<file path="config.mk">
export PLATFORM = sky130hd
export DESIGN_NAME = uart_rx_top
export DESIGN_NICKNAME = d
export VERILOG_FILES = /design/src/rtl/uart_rx_top.sv
export SDC_FILE = /design/constraint.sdc
export NUM_CORES = 1
export LEC_CHECK = 0
export CORE_AREA = 3 3 140 142
export CTS_CLUSTER_DIAMETER = 150
export DETAILED_ROUTE_END_ITERATION = 8
export DIE_AREA = 0 0 143 145
export GPL_TIMING_DRIVEN = 0
export RECOVER_POWER = 50
export SKIP_LAST_GASP = 1
export SYNTH_ARGS = -nofsm -noshare
export SYNTH_HDL_FRONTEND = slang
export SYNTH_SLANG_ARGS = --single-unit
</file>
<file path="constraint.sdc">
create_clock -name CLK -period 9.67 [get_ports CLK]
set_clock_uncertainty 0.15 [all_clocks]
set_input_delay 2.901 -clock CLK [delete_from_list [all_inputs] [get_ports CLK]]
set_output_delay 2.901 -clock CLK [all_outputs]
set_load 0.05 [all_outputs]
</file>
<file path="src/rtl/uart_rx_top.sv">
`timescale 1ns/1ps
`default_nettype none
// ============================================================================
//  Module   : uart_rx_top
//  Purpose  : 8N1 UART receiver into a byte FIFO with a popped-byte hex display.
//  Revision : 1.0  initial release
// ============================================================================
module uart_rx_top #(
    parameter int CLKS_PER_BIT = 100,
    parameter int IDLE_BITS    = 10,
    parameter int FIFO_DEPTH   = 16
) (
    input  logic       CLK,
    input  logic       reset,
    input  logic       data_in,
    input  logic       display_next,
    output logic [3:0] data_out_msd,
    output logic [3:0] data_out_lsd,
    output logic       error,
    output logic       fifo_empty,
    output logic       fifo_full
);

    localparam int IDLE_CYCLES = IDLE_BITS * CLKS_PER_BIT;
    localparam int CNT_W       = $clog2(IDLE_CYCLES + 1);
    localparam int PTR_W       = $clog2(FIFO_DEPTH);
    localparam int OCC_W       = PTR_W + 1;

    localparam logic [2:0] S_WAIT_IDLE = 3'd0;
    localparam logic [2:0] S_IDLE      = 3'd1;
    localparam logic [2:0] S_START     = 3'd2;
    localparam logic [2:0] S_DATA      = 3'd3;
    localparam logic [2:0] S_STOP      = 3'd4;
    localparam logic [2:0] S_ERROR     = 3'd5;

    logic             rx_meta_q, rx_sync_q;
    logic             disp_meta_q, disp_sync_q, disp_prev_q;
    logic [2:0]       state_q, state_d;
    logic [CNT_W-1:0] cnt_q, cnt_d;
    logic [2:0]       bit_cnt_q, bit_cnt_d;
    logic [7:0]       shift_q, shift_d;
    logic [PTR_W-1:0] wr_ptr_q, rd_ptr_q;
    logic [OCC_W-1:0] occ_q;
    logic [7:0]       disp_q;
    logic [7:0]       mem_q [FIFO_DEPTH];

    logic w_half_tick, w_bit_tick, w_push;
    logic w_pop_req, w_do_pop, w_do_push;

    // Line syncs to idle-high so reset never looks like a start bit.
    always_ff @(posedge CLK) begin
        if (reset) begin
            rx_meta_q   <= 1'b1;
            rx_sync_q   <= 1'b1;
            disp_meta_q <= 1'b0;
            disp_sync_q <= 1'b0;
            disp_prev_q <= 1'b0;
        end else begin
            rx_meta_q   <= data_in;
            rx_sync_q   <= rx_meta_q;
            disp_meta_q <= display_next;
            disp_sync_q <= disp_meta_q;
            disp_prev_q <= disp_sync_q;
        end
    end

    assign w_half_tick = (cnt_q == CNT_W'(CLKS_PER_BIT / 2 - 1));
    assign w_bit_tick  = (cnt_q == CNT_W'(CLKS_PER_BIT - 1));

    always_ff @(posedge CLK) begin
        if (reset) begin
            state_q   <= S_WAIT_IDLE;
            cnt_q     <= '0;
            bit_cnt_q <= '0;
            shift_q   <= '0;
        end else begin
            state_q   <= state_d;
            cnt_q     <= cnt_d;
            bit_cnt_q <= bit_cnt_d;
            shift_q   <= shift_d;
        end
    end

    always_comb begin
        state_d   = state_q;
        cnt_d     = cnt_q;
        bit_cnt_d = bit_cnt_q;
        shift_d   = shift_q;
        case (state_q)
            S_WAIT_IDLE: begin
                if (!rx_sync_q) begin
                    cnt_d = '0;
                end else if (cnt_q == CNT_W'(IDLE_CYCLES - 1)) begin
                    cnt_d   = '0;
                    state_d = S_IDLE;
                end else begin
                    cnt_d = cnt_q + 1'b1;
                end
            end
            S_IDLE: begin
                if (!rx_sync_q) begin
                    cnt_d   = '0;
                    state_d = S_START;
                end
            end
            S_START: begin
                if (w_half_tick) begin
                    cnt_d     = '0;
                    bit_cnt_d = '0;
                    state_d   = rx_sync_q ? S_ERROR : S_DATA;
                end else begin
                    cnt_d = cnt_q + 1'b1;
                end
            end
            S_DATA: begin
                if (w_bit_tick) begin
                    cnt_d     = '0;
                    shift_d   = {rx_sync_q, shift_q[7:1]};
                    bit_cnt_d = bit_cnt_q + 1'b1;
                    if (bit_cnt_q == 3'd7) begin
                        state_d = S_STOP;
                    end
                end else begin
                    cnt_d = cnt_q + 1'b1;
                end
            end
            S_STOP: begin
                if (w_bit_tick) begin
                    cnt_d   = '0;
                    state_d = rx_sync_q ? S_IDLE : S_ERROR;
                end else begin
                    cnt_d = cnt_q + 1'b1;
                end
            end
            S_ERROR: begin
                state_d = S_ERROR;
            end
            default: begin
                state_d = S_WAIT_IDLE;
                cnt_d   = '0;
            end
        endcase
    end

    always_comb begin
        w_push = 1'b0;
        error  = 1'b0;
        case (state_q)
            S_STOP:  w_push = w_bit_tick & rx_sync_q;
            S_ERROR: error  = 1'b1;
            default: w_push = 1'b0;
        endcase
    end

    assign fifo_empty = (occ_q == '0);
    assign fifo_full  = (occ_q == OCC_W'(FIFO_DEPTH));

    // A full FIFO still accepts a byte when a pop frees a slot the same cycle.
    assign w_pop_req = disp_sync_q & ~disp_prev_q;
    assign w_do_pop  = w_pop_req & ~fifo_empty;
    assign w_do_push = w_push & (~fifo_full | w_do_pop);

    always_ff @(posedge CLK) begin
        if (w_do_push) begin
            mem_q[wr_ptr_q] <= shift_q;
        end
    end

    always_ff @(posedge CLK) begin
        if (reset) begin
            wr_ptr_q <= '0;
            rd_ptr_q <= '0;
            occ_q    <= '0;
            disp_q   <= '0;
        end else begin
            if (w_do_push) begin
                wr_ptr_q <= wr_ptr_q + 1'b1;
            end
            if (w_do_pop) begin
                rd_ptr_q <= rd_ptr_q + 1'b1;
                disp_q   <= mem_q[rd_ptr_q];
            end
            case ({w_do_push, w_do_pop})
                2'b10:   occ_q <= occ_q + 1'b1;
                2'b01:   occ_q <= occ_q - 1'b1;
                default: occ_q <= occ_q;
            endcase
        end
    end

    assign data_out_msd = disp_q[7:4];
    assign data_out_lsd = disp_q[3:0];

endmodule
`default_nettype wire

</file>
# Word-level counts from Yosys, hierarchy flattened
# Memory sizes are Yosys's and may differ from the RTL's. A register that Yosys moved wholly into a read port is not among the register bits.
# Index checks and enable logic that the tools add are counted.
dict set report totals {
  regBits 42
  latchBits 0
  ram_bits 128
  rom_bits 0
  inputBits 4
  out_inout_bits 11
  n_memories 1
}
dict set report classes {
  n_addsub 6
  mul 0
  div_mod_pow 0
  n_lt_le_gt_ge 0
  n_eq_ne 19
  shift 0
  muxes 24
  bitwise 9
  reduce_logical 9
}
# name depth width rd rd_ports_with_merged_regs wr line
set memory_table {}
lappend memory_table {mem_q 16 8 1 1 1 45} ;# logic [7:0] mem_q [FIFO_DEPTH];
# operator count
set op_table {}
lappend op_table {{10-bit 2-to-1 mux} 5}
lappend op_table {{10-bit one-hot mux with 5 select lines} 1}
lappend op_table {{3-bit 2-to-1 mux} 11}
lappend op_table {{3-bit one-hot mux with 6 select lines} 1}
lappend op_table {{2-bit != test, second input constant} 7}
lappend op_table {{10-bit by 1-bit adder with 10-bit output, second input constant} 1}
lappend op_table {{10-bit equality test, second input constant} 1}
lappend op_table {{10-bit by 6-bit equality test with 1-bit output, second input constant} 1}
lappend op_table {{10-bit by 7-bit equality test with 1-bit output, second input constant} 1}
lappend op_table {{5-bit one-hot mux with 2 select lines} 1}
lappend op_table {{3-bit equality test, second input constant} 3}
lappend op_table {{4-bit by 1-bit adder with 4-bit output, second input constant} 2}
lappend op_table {{7-bit AND reduction} 1}
lappend op_table {{3-bit by 2-bit equality test with 1-bit output, second input constant} 2}
lappend op_table {{3-bit one-hot mux with 2 select lines} 1}
lappend op_table {{5-bit by 1-bit adder with 5-bit output, second input constant} 1}
lappend op_table {{5-bit equality test, second input constant} 1}
lappend op_table {{5-bit zero test} 1}
lappend op_table {{5-bit by 1-bit subtractor with 5-bit output, second input constant} 1}
lappend op_table {{1-bit AND} 4}
lappend op_table {{1-bit 2-to-1 mux} 4}
lappend op_table {{1-bit NOT} 4}
lappend op_table {{2-bit AND reduction} 2}
lappend op_table {{2-bit nonzero test} 2}
lappend op_table {{8 further kinds} 8}

# Logic depth before layout (Yosys ltp)
# Gate-level depths: netlist (run 1).
dict set report depth {
  word_depth 7
  mapped_depth 11
  mapped_depth_nobuf 11
}

# Worst setup path after synthesis (run 1)
# OpenSTA, ideal clock, no wires.
dict set report synth_timing {
  path_type {register -> output}
  startpoint {register occ_q[0]}
  endpoint {output fifo_empty}
  arrival_time_ns 1.543
  path_slack_ns 5.076
  stages_incl_launch_ff 3
  cell_sequence {dfxtp_1 or4_1 nor2_1}
}
dict set report synth_between {
  elab_chain_len 1
}
# item line
set synth_lines {}
lappend synth_lines {{from (decl)} 43} ;# logic [OCC_W-1:0] occ_q;
lappend synth_lines {{from (signal assigned)} 184} ;# 2'b10: occ_q <= occ_q + 1'b1;
lappend synth_lines {{from (signal assigned)} 185} ;# 2'b01: occ_q <= occ_q - 1'b1;
lappend synth_lines {{from (signal assigned)} 186} ;# default: occ_q <= occ_q;
lappend synth_lines {{5-bit zero test} 155} ;# assign fifo_empty = (occ_q == '0);
lappend synth_lines {{to (decl)} 20} ;# output logic fifo_empty,
# No other way between the ends.

# Worst setup path in the final report (run 1)
dict set report layout_timing {
  startpoint {register occ_q[0]}
  endpoint {output fifo_full}
}
dict set report layout_between {
  elab_chain_len 1
}
# item line
set layout_lines {}
lappend layout_lines {{5-bit equality test} 156} ;# assign fifo_full = (occ_q == OCC_W'(FIFO_DEPTH));
lappend layout_lines {{to (decl)} 21} ;# output logic fifo_full
# No other way between the ends.

==> flow_summary.yaml, run 1 <==
outcome:
  status: "finished clean"
floorplanning:
  die_w_um: 143
  die_area_um2: 20700
  ios: 15
  start_util: 0.395
  rows: 50
  core_um2: 18600
  die_y_um: 145
route:
  dr.pass1.iters: 5
  vias: 4273
  drt.antenna.violating_nets: 0
  drt-initial-drc-count: 361
  wl_per_cell_um: 19.1
  drcViolationCount: 0
  avgViaCountPerCell: 5.46
  wl_mm: 14.9
clock_tree:
  ctsHoldBuffers: 0
  cts_setup_buffers: 0
  clk_pin_slew_ns: 0.07
  cts.sinks: 178
  clk_path_buf_depth: 2
  cts_root_buf: "clkbuf_16"
  cts_inserted_buffers: 17
  cts.repair.resized: 0
  htreeDepth: 4
  insertion_delay_ns: 0.43
  cts_tree: "yes"
yosys:
  postSynthAreaPerCell_um2: 14.6
  synth.yosys.seq_area_share: 0.660
  yosysTopAreaCellShare: 0.524
  yosysMostFrequentCell: "edfxtp_1"
  synth_area_leaders: "edfxtp_1, dfxtp_1, mux4_2"
  synth_edf_count: 128
  yosys_warnings: 0
  async_flop_share: 0
  ys_types: 48
  yosys-top-cells-count: "edfxtp_1, dfxtp_1, nor2_1"
  ys_ff_latch: 178
  synth_area_leader_cell: "edfxtp_1"
  syn-num-nets: 521
  ys.flop_type: "edfxtp_1"
  synthCells: 504
  netlist_area_um2: 7340
critical_path:
  cp_data_required_time_ns: 6.62
  r2r-start: "state_q[1]"
  critPathCapture: "fifo_full"
  crit_arrival_ns: 2.39
  worstSetupStartpoint: "occ_q[0]"
  rr_worst_depth: 7
  setup.worst_path.class: "reg2out"
  path_max_fanout: 6
  crit_path_end_kind: "primary output"
  worst_setup_path_start_kind: "flip-flop"
  reg2reg_to: "mem_q[2][5]"
  r2r_setup_slack_ns: 6.01
placed_design:
  dp_cells: 751
  dpl_worst_slack_ns: 4.72
  dp_hpwl_mm: 10.0
  numPortBuffers: 13
  gp_congestion: 0.845
global_routing:
  grt.total_usage: 0.153
  grt_max_degree: 19
  first_global_vias: 4479
  antenna_found_initial: 0
  overflow: 0
  grt_pass1_wl_mm: 24.2
cells_and_area:
  area_delta_synth_final_pct: 13.8
  layout-drive-gt1-share: 0.146
  layout.nets: 553
  antenna_cells: 0
  fin_cells: 783
  fill_cells: 1652
  postLayoutCoreUtil: 0.449
power:
  irDropWorstVdd_mv: 0.119
  p_total_mw: 1.50
  p_leak_nw: 2.73
  power_density_nw_per_um2: 179
job:
  cap_violations: 0
sta:
  relSlewSlack: 0.141
  setup_ws_ns: 4.23
  setup_viol: 0
  post-route-period-util: 0.563
  setup_tns_ns: 0
  post-route-min-period_ns: 5.44
  clock.fmax_ghz: 0.184
  hold_viol: 0
  worstMarginPinSlew_ns: 1.28
  rsz0062_at_grt: "no"
  slew_violations: 0
min_path:
  min_path_type: "reg2reg"
through the flow:
stage               hold WS (ns)  cell area (µm²)
floorplan                  0.239             7340
finish                     0.270             8350
global placement           0.246             7760
global route               0.301             8350
detailed placement         0.248             7760
CTS                        0.273             8350
where the power goes:
| group | internal, mW | switching [mW] |
|---|---|---|
| logic | 0.00444 | 0.00782 |
| clock network | 0.366 | 0.308 |
| registers | 0.808 | 0.00156 |
critical path, cell delays in order, from the launching register on:
cell and delay (ns):
dfxtp_1 0.38, or4_1 0.57, nor2_1 0.19, clkdlybuf4s50_1 0.84
worst min-delay path by stage:
stage	cells past startpoint	start	end
final	1	rx_meta_q	rx_sync_q
after global routing	1	rx_meta_q	rx_sync_q
after CTS	1	rx_meta_q	rx_sync_q
after detailed placement	1	rx_meta_q	rx_sync_q
after global placement	1	rx_meta_q	rx_sync_q
after floorplan	1	rx_meta_q	rx_sync_q
area by class of cell:
class	count	area [µm²]	share of cell area
buffer	29	115	0.0138
inverter	11	41.3	0.00495
multi-input combinational	286	2330	0.280
timing repair buffer	13	130	0.0156
clock inverter	15	163	0.0195
tap	234	293	0.0351
sequential	178	4840	0.580
clock buffer	17	425	0.0510
placed cells by master, fill, tap and decap left out, types with 7 or more instances in the layout:
master | netlist | routed
edfxtp_1 | 128 | 128
dfxtp_1 | 50 | 50
nor2_1 | 47 | 47
mux4_2 | 32 | 32
a21oi_1 | 28 | 28
clkbuf_1 | 22 | 22
nand2_1 | 17 | 17
clkbuf_16 | 0 | 17
a22oi_1 | 16 | 16
nand3_1 | 14 | 14
nor3_1 | 13 | 13
clkdlybuf4s50_1 | 0 | 13
ha_1 | 12 | 12
inv_1 | 11 | 11
o21ai_0 | 11 | 11
mux2i_1 | 11 | 11
nor4_1 | 8 | 8
nor2b_1 | 8 | 8
xor2_1 | 7 | 7
and3_1 | 7 | 7
kinds of logic after synthesis:
logic type,synth area share
mux,0.116
buf+inv,0.0213
xor+xnor,0.0119
flops,0.660
simple gates,0.106
compound gates,0.0605
fa+ha+maj,0.0232
routing by layer:
layer | share of wire | track usage
met3 | 0.053 | 0.0363
met2 | 0.50 | 0.248
met5 | 0 | 0
met1 | 0.43 | 0.203
met4 | 0.012 | 0.0480
registers in the layout, summed over array words and instances, names as in the netlist:
register / cells
cnt_q: 10
wr_ptr_q: 4
mem_q: 128
state_q: 3
disp_sync_q: 1
occ_q: 5
disp_q: 8
rd_ptr_q: 4
shift_q: 8
disp_meta_q: 1
rx_sync_q: 1
bit_cnt_q: 3
disp_prev_q: 1
rx_meta_q: 1
No activity file was read; power rests on OpenSTA's default activity.
==> inputs of run 2 (changes only) <==
clock period = 5.5 ns   (was 9.67 ns; I/O delays follow)
==> flow_summary.yaml, run 2 (same netlist as run 1, synthesis figures left out) <==
outcome:
  status: "finished clean"
clock_tree:
  ctsHoldBuffers: 0
  clk_pin_slew_ns: 0.07
  cts.sinks: 178
  cts_setup_buffers: 0
  htreeDepth: 4
  cts.repair.resized: 0
  cts_inserted_buffers: 17
  insertion_delay_ns: 0.43
  clk_path_buf_depth: 2
  cts_tree: "yes"
  cts_root_buf: "clkbuf_16"
placed_design:
  gp_congestion: 0.845
  numPortBuffers: 13
  dp_hpwl_mm: 10.0
critical_path:
  worst_setup_path_start_kind: "flip-flop"
  cp_data_required_time_ns: 3.70
  r2r-start: "cnt_q[2]"
  crit_path_end_kind: "primary output"
  path_max_fanout: 6
  worstSetupStartpoint: "occ_q[0]"
  setup.worst_path.class: "reg2out"
  crit_arrival_ns: 2.40
floorplanning:
  core_um2: 18600
  die_area_um2: 20700
  rows: 50
  start_util: 0.395
  die_y_um: 145
  die_w_um: 143
  ios: 15
cells_and_area:
  largest_register_ffs: 128
  area_delta_synth_final_pct: 13.5
  multi_input_area_um2: 2320
  layout.nets: 553
  layout_commonest_cell: "edfxtp_1"
  layout-drive-gt1-share: 0.142
  antenna_cells: 0
  largestRegisters: "mem_q (128), cnt_q (10)"
  regMostFlops: "mem_q"
  mostFrequentLayoutCells: "edfxtp_1, dfxtp_1, nor2_1"
  seqCellArea_um2: 4840
  postLayoutCoreUtil: 0.448
  fill_cells: 1654
sta:
  clock.fmax_ghz: 0.238
  setup_tns_ns: 0
  setup_viol: 0
  rsz0062_at_grt: "no"
  worstMarginPinSlew_ns: 1.33
  hold_viol: 0
  slew_violations: 0
  relSlewSlack: 0.102
  post-route-min-period_ns: 4.20
  post-route-period-util: 0.763
global_routing:
  grt.total_usage: 0.153
  antenna_found_initial: 0
  overflow: 0
  first_global_vias: 4479
  grt_max_degree: 19
  grt_pass1_wl_mm: 24.2
route:
  vias: 4310
  wl_mm: 15.0
  dr.pass1.iters: 4
  drt.antenna.violating_nets: 0
  drcViolationCount: 0
  drt-initial-drc-count: 348
  wl_per_cell_um: 19.2
  avgViaCountPerCell: 5.50
power:
  power_density_nw_per_um2: 316
  irDropWorstVdd_mv: 0.211
  p_leak_nw: 2.72
min_path:
  min_path_type: "reg2reg"
  min_from: "rx_meta_q"
job:
  cap_violations: 0
## run 2: cell counts in the layout (fill, tap and decap cells not counted)
No cell type changed its count.
## run 2: critical path, cell delays in order (launching register included)
cell and delay, ns:
dfxtp_1 0.38, or4_1 0.57, nor2_1 0.19, clkdlybuf4s50_1 0.84
## run 2: worst paths after layout
check | end | slack [ns] | cells past startpoint
setup / recovery | fifo_full | 1.30 | 3
hold / removal | rx_sync_q | 0.27 | 1
setup reg to reg | occ_q[4] | 1.61 | 9
hold reg to reg | rx_sync_q | 0.27 | 1
## run 2: metal layers
| layer | vias to the layer above | wire [µm] | GRT usage |
|---|---|---|---|
| li1 | 2003 | - | - |
| met1 | 2185 | 6610 | 0.203 |
| met2 | 107 | 7610 | 0.248 |
| met3 | 15 | 653 | 0.0363 |
| met4 | 0 | 166 | 0.0480 |
| met5 | - | 0 | 0 |
## run 2: cell type report
cell class,count,area share
clock buffer,17,0.0511
tap,234,0.0352
multi-input combinational,286,0.278
buffer,29,0.0138
inverter,11,0.00496
clock inverter,15,0.0195
timing repair buffer,13,0.0156
sequential,178,0.582
## run 2: power by group
part / switching [mW] / internal [mW]
registers: 0.00279 / 1.42
clock network: 0.546 / 0.644
logic: 0.0136 / 0.00753
total: 0.562 / 2.07
## run 2: through the flow
step,instances,hold WS (ns),worst slack (ns),instance area [µm²],power (mW)
final,783,0.272,1.30,8330,2.63
after global routing,783,0.301,1.23,8330,2.72
after CTS,783,0.273,1.32,8350,2.65
after detailed placement,751,0.248,1.80,7760,1.48
after global placement,751,0.246,1.79,7760,1.47
after floorplan,504,0.239,2.16,7340,1.47
==> inputs of run 3 (changes only) <==
clock period = 3.6 ns   (was 5.5 ns; I/O delays follow)
==> flow_summary.yaml, run 3 (same netlist as run 1, synthesis figures left out) <==
sta:
  worstMarginPinSlew_ns: 0.872
  slew_violations: 0
  post-route-period-util: 0.964
  post-route-min-period_ns: 3.47
  rsz0062_at_grt: "no"
  setup_viol: 0
  clock.fmax_ghz: 0.288
  hold_viol: 0
  relSlewSlack: 0.412
  setup_ws_ns: 0.131
clock_tree:
  clk_path_buf_depth: 2
  cts_tree: "yes"
  cts.sinks: 178
  insertion_delay_ns: 0.43
  clk_pin_slew_ns: 0.07
  ctsHoldBuffers: 0
  cts_root_buf: "clkbuf_16"
  cts_inserted_buffers: 17
  htreeDepth: 4
job:
  cap_violations: 0
power:
  p_sw_frac: 0.213
  p_leak_nw: 2.77
  p_total_mw: 4.02
  power_density_nw_per_um2: 480
  irDropWorstVdd_mv: 0.321
  p_switching_mw: 0.858
  clock_power_share: 0.451
  p_seq_frac: 0.540
  internal_power_mw: 3.17
  combPwrFrac: 0.008
critical_path:
  r2r-start: "cnt_q[2]"
  crit_path_end_kind: "flip-flop"
  crit_arrival_ns: 3.63
  rr_worst_depth: 9
  path_max_fanout: 9
  cp_data_required_time_ns: 3.76
  worstSetupStartpoint: "cnt_q[2]"
  worst_setup_path_start_kind: "flip-flop"
  r2r_setup_slack_ns: 0.13
  critPathCapture: "occ_q[4]"
  setup.worst_path.class: "reg2reg"
  reg2reg_to: "occ_q[4]"
cells_and_area:
  layout_commonest_cell: "edfxtp_1"
  fin_cells: 784
  area_delta_synth_final_pct: 14.2
  postLayoutCoreUtil: 0.451
  mostFrequentLayoutCells: "edfxtp_1, dfxtp_1, nor2_1"
  layout-drive-gt1-share: 0.155
  antenna_cells: 0
  largestRegisters: "mem_q (128), cnt_q (10)"
  layout.nets: 554
  largest_register_ffs: 128
  regMostFlops: "mem_q"
placed_design:
  dp_hpwl_mm: 10.0
  gp_congestion: 0.845
  numPortBuffers: 13
  dp_cells: 751
  dpl_worst_slack_ns: -0.0674
route:
  drt.antenna.violating_nets: 0
  avgViaCountPerCell: 5.47
  vias: 4287
  wl_per_cell_um: 19.1
  dr.pass1.iters: 5
  drcViolationCount: 0
  wl_mm: 15.0
  drt-initial-drc-count: 326
global_routing:
  grt_pass1_wl_mm: 24.2
  first_global_vias: 4494
  grt.total_usage: 0.153
  overflow: 0
  grt_max_degree: 19
  antenna_found_initial: 0
floorplanning:
  start_util: 0.395
  core_um2: 18600
  die_area_um2: 20700
  ios: 15
  rows: 50
  die_w_um: 143
  die_y_um: 145
outcome:
  status: "finished clean"
min_path:
  min_path_type: "reg2reg"
[run 3: cell types whose count changed in the layout (fill, tap and decap cells not counted), sizes merged]
cell           change
dlygate4sd2        +1
dlymetal6s2s       +2
buf                -1
clkdlybuf4s50      -3
clkbuf             +2
[run 3: worst min path at each step]
stage / slack, ns / cells past startpoint / to / from
floorplan: 0.24 / 1 / rx_sync_q / rx_meta_q
global placement: 0.25 / 1 / rx_sync_q / rx_meta_q
detailed placement: 0.25 / 1 / rx_sync_q / rx_meta_q
CTS: 0.27 / 1 / rx_sync_q / rx_meta_q
global route: 0.30 / 1 / rx_sync_q / rx_meta_q
finish: 0.27 / 1 / rx_sync_q / rx_meta_q
[run 3: metal layers]
layer	routed length [µm]	GRT usage
met1	6640	0.203
met2	7570	0.248
met3	570	0.0363
met4	216	0.0480
met5	0	0
[run 3: through the flow]
stage          cell area (µm²)  TNS, ns  hold WS, ns
2_1_floorplan             7340        0        0.239
4_1_cts                   8360        0        0.273
5_1_grt                   8380        0        0.301
3_5_place_dp              7760    -1.46        0.248
3_3_place_gp              7760        0        0.246
6_report                  8380        0        0.273
[run 3: critical path, stage by stage (launching register included)]
cell and delay (ns):
dfxtp_1 0.37, or4_4 0.59, or3_4 0.42, o21ai_2 0.27, inv_2 0.13, fa_1 0.42
a21o_1 0.18, a21oi_1 0.19, mux2_2 0.36, mux2_2 0.26
[run 3: layout make-up]
type                       count  area, µm²
buffer                        29        115
clock buffer                  17        425
clock inverter                15        163
fill                        1655      10200
inverter                      11       41.3
multi-input combinational    286       2350
sequential                   178       4840
tap                          234        293
timing repair buffer          14        141
[run 3: power by group through the flow]
stage / registers, mW / logic, mW / clock network (mW)
after detailed placement: 2.22 / 0.0334 / 0
after global routing: 2.17 / 0.0372 / 1.94
after global placement: 2.22 / 0.0316 / 0
after floorplan: 2.22 / 0.0224 / 0
final: 2.17 / 0.0331 / 1.82
after CTS: 2.17 / 0.0335 / 1.85
[run 3: repair_timing]
action | 4_1_cts | 5_1_grt
setup buffers | 0 | 1
hold endpoints to repair | 0 | 0
pin swaps | 0 | 0
endpoints found under the setup margin | 25 | 11
gates resized for setup | 4 | 4
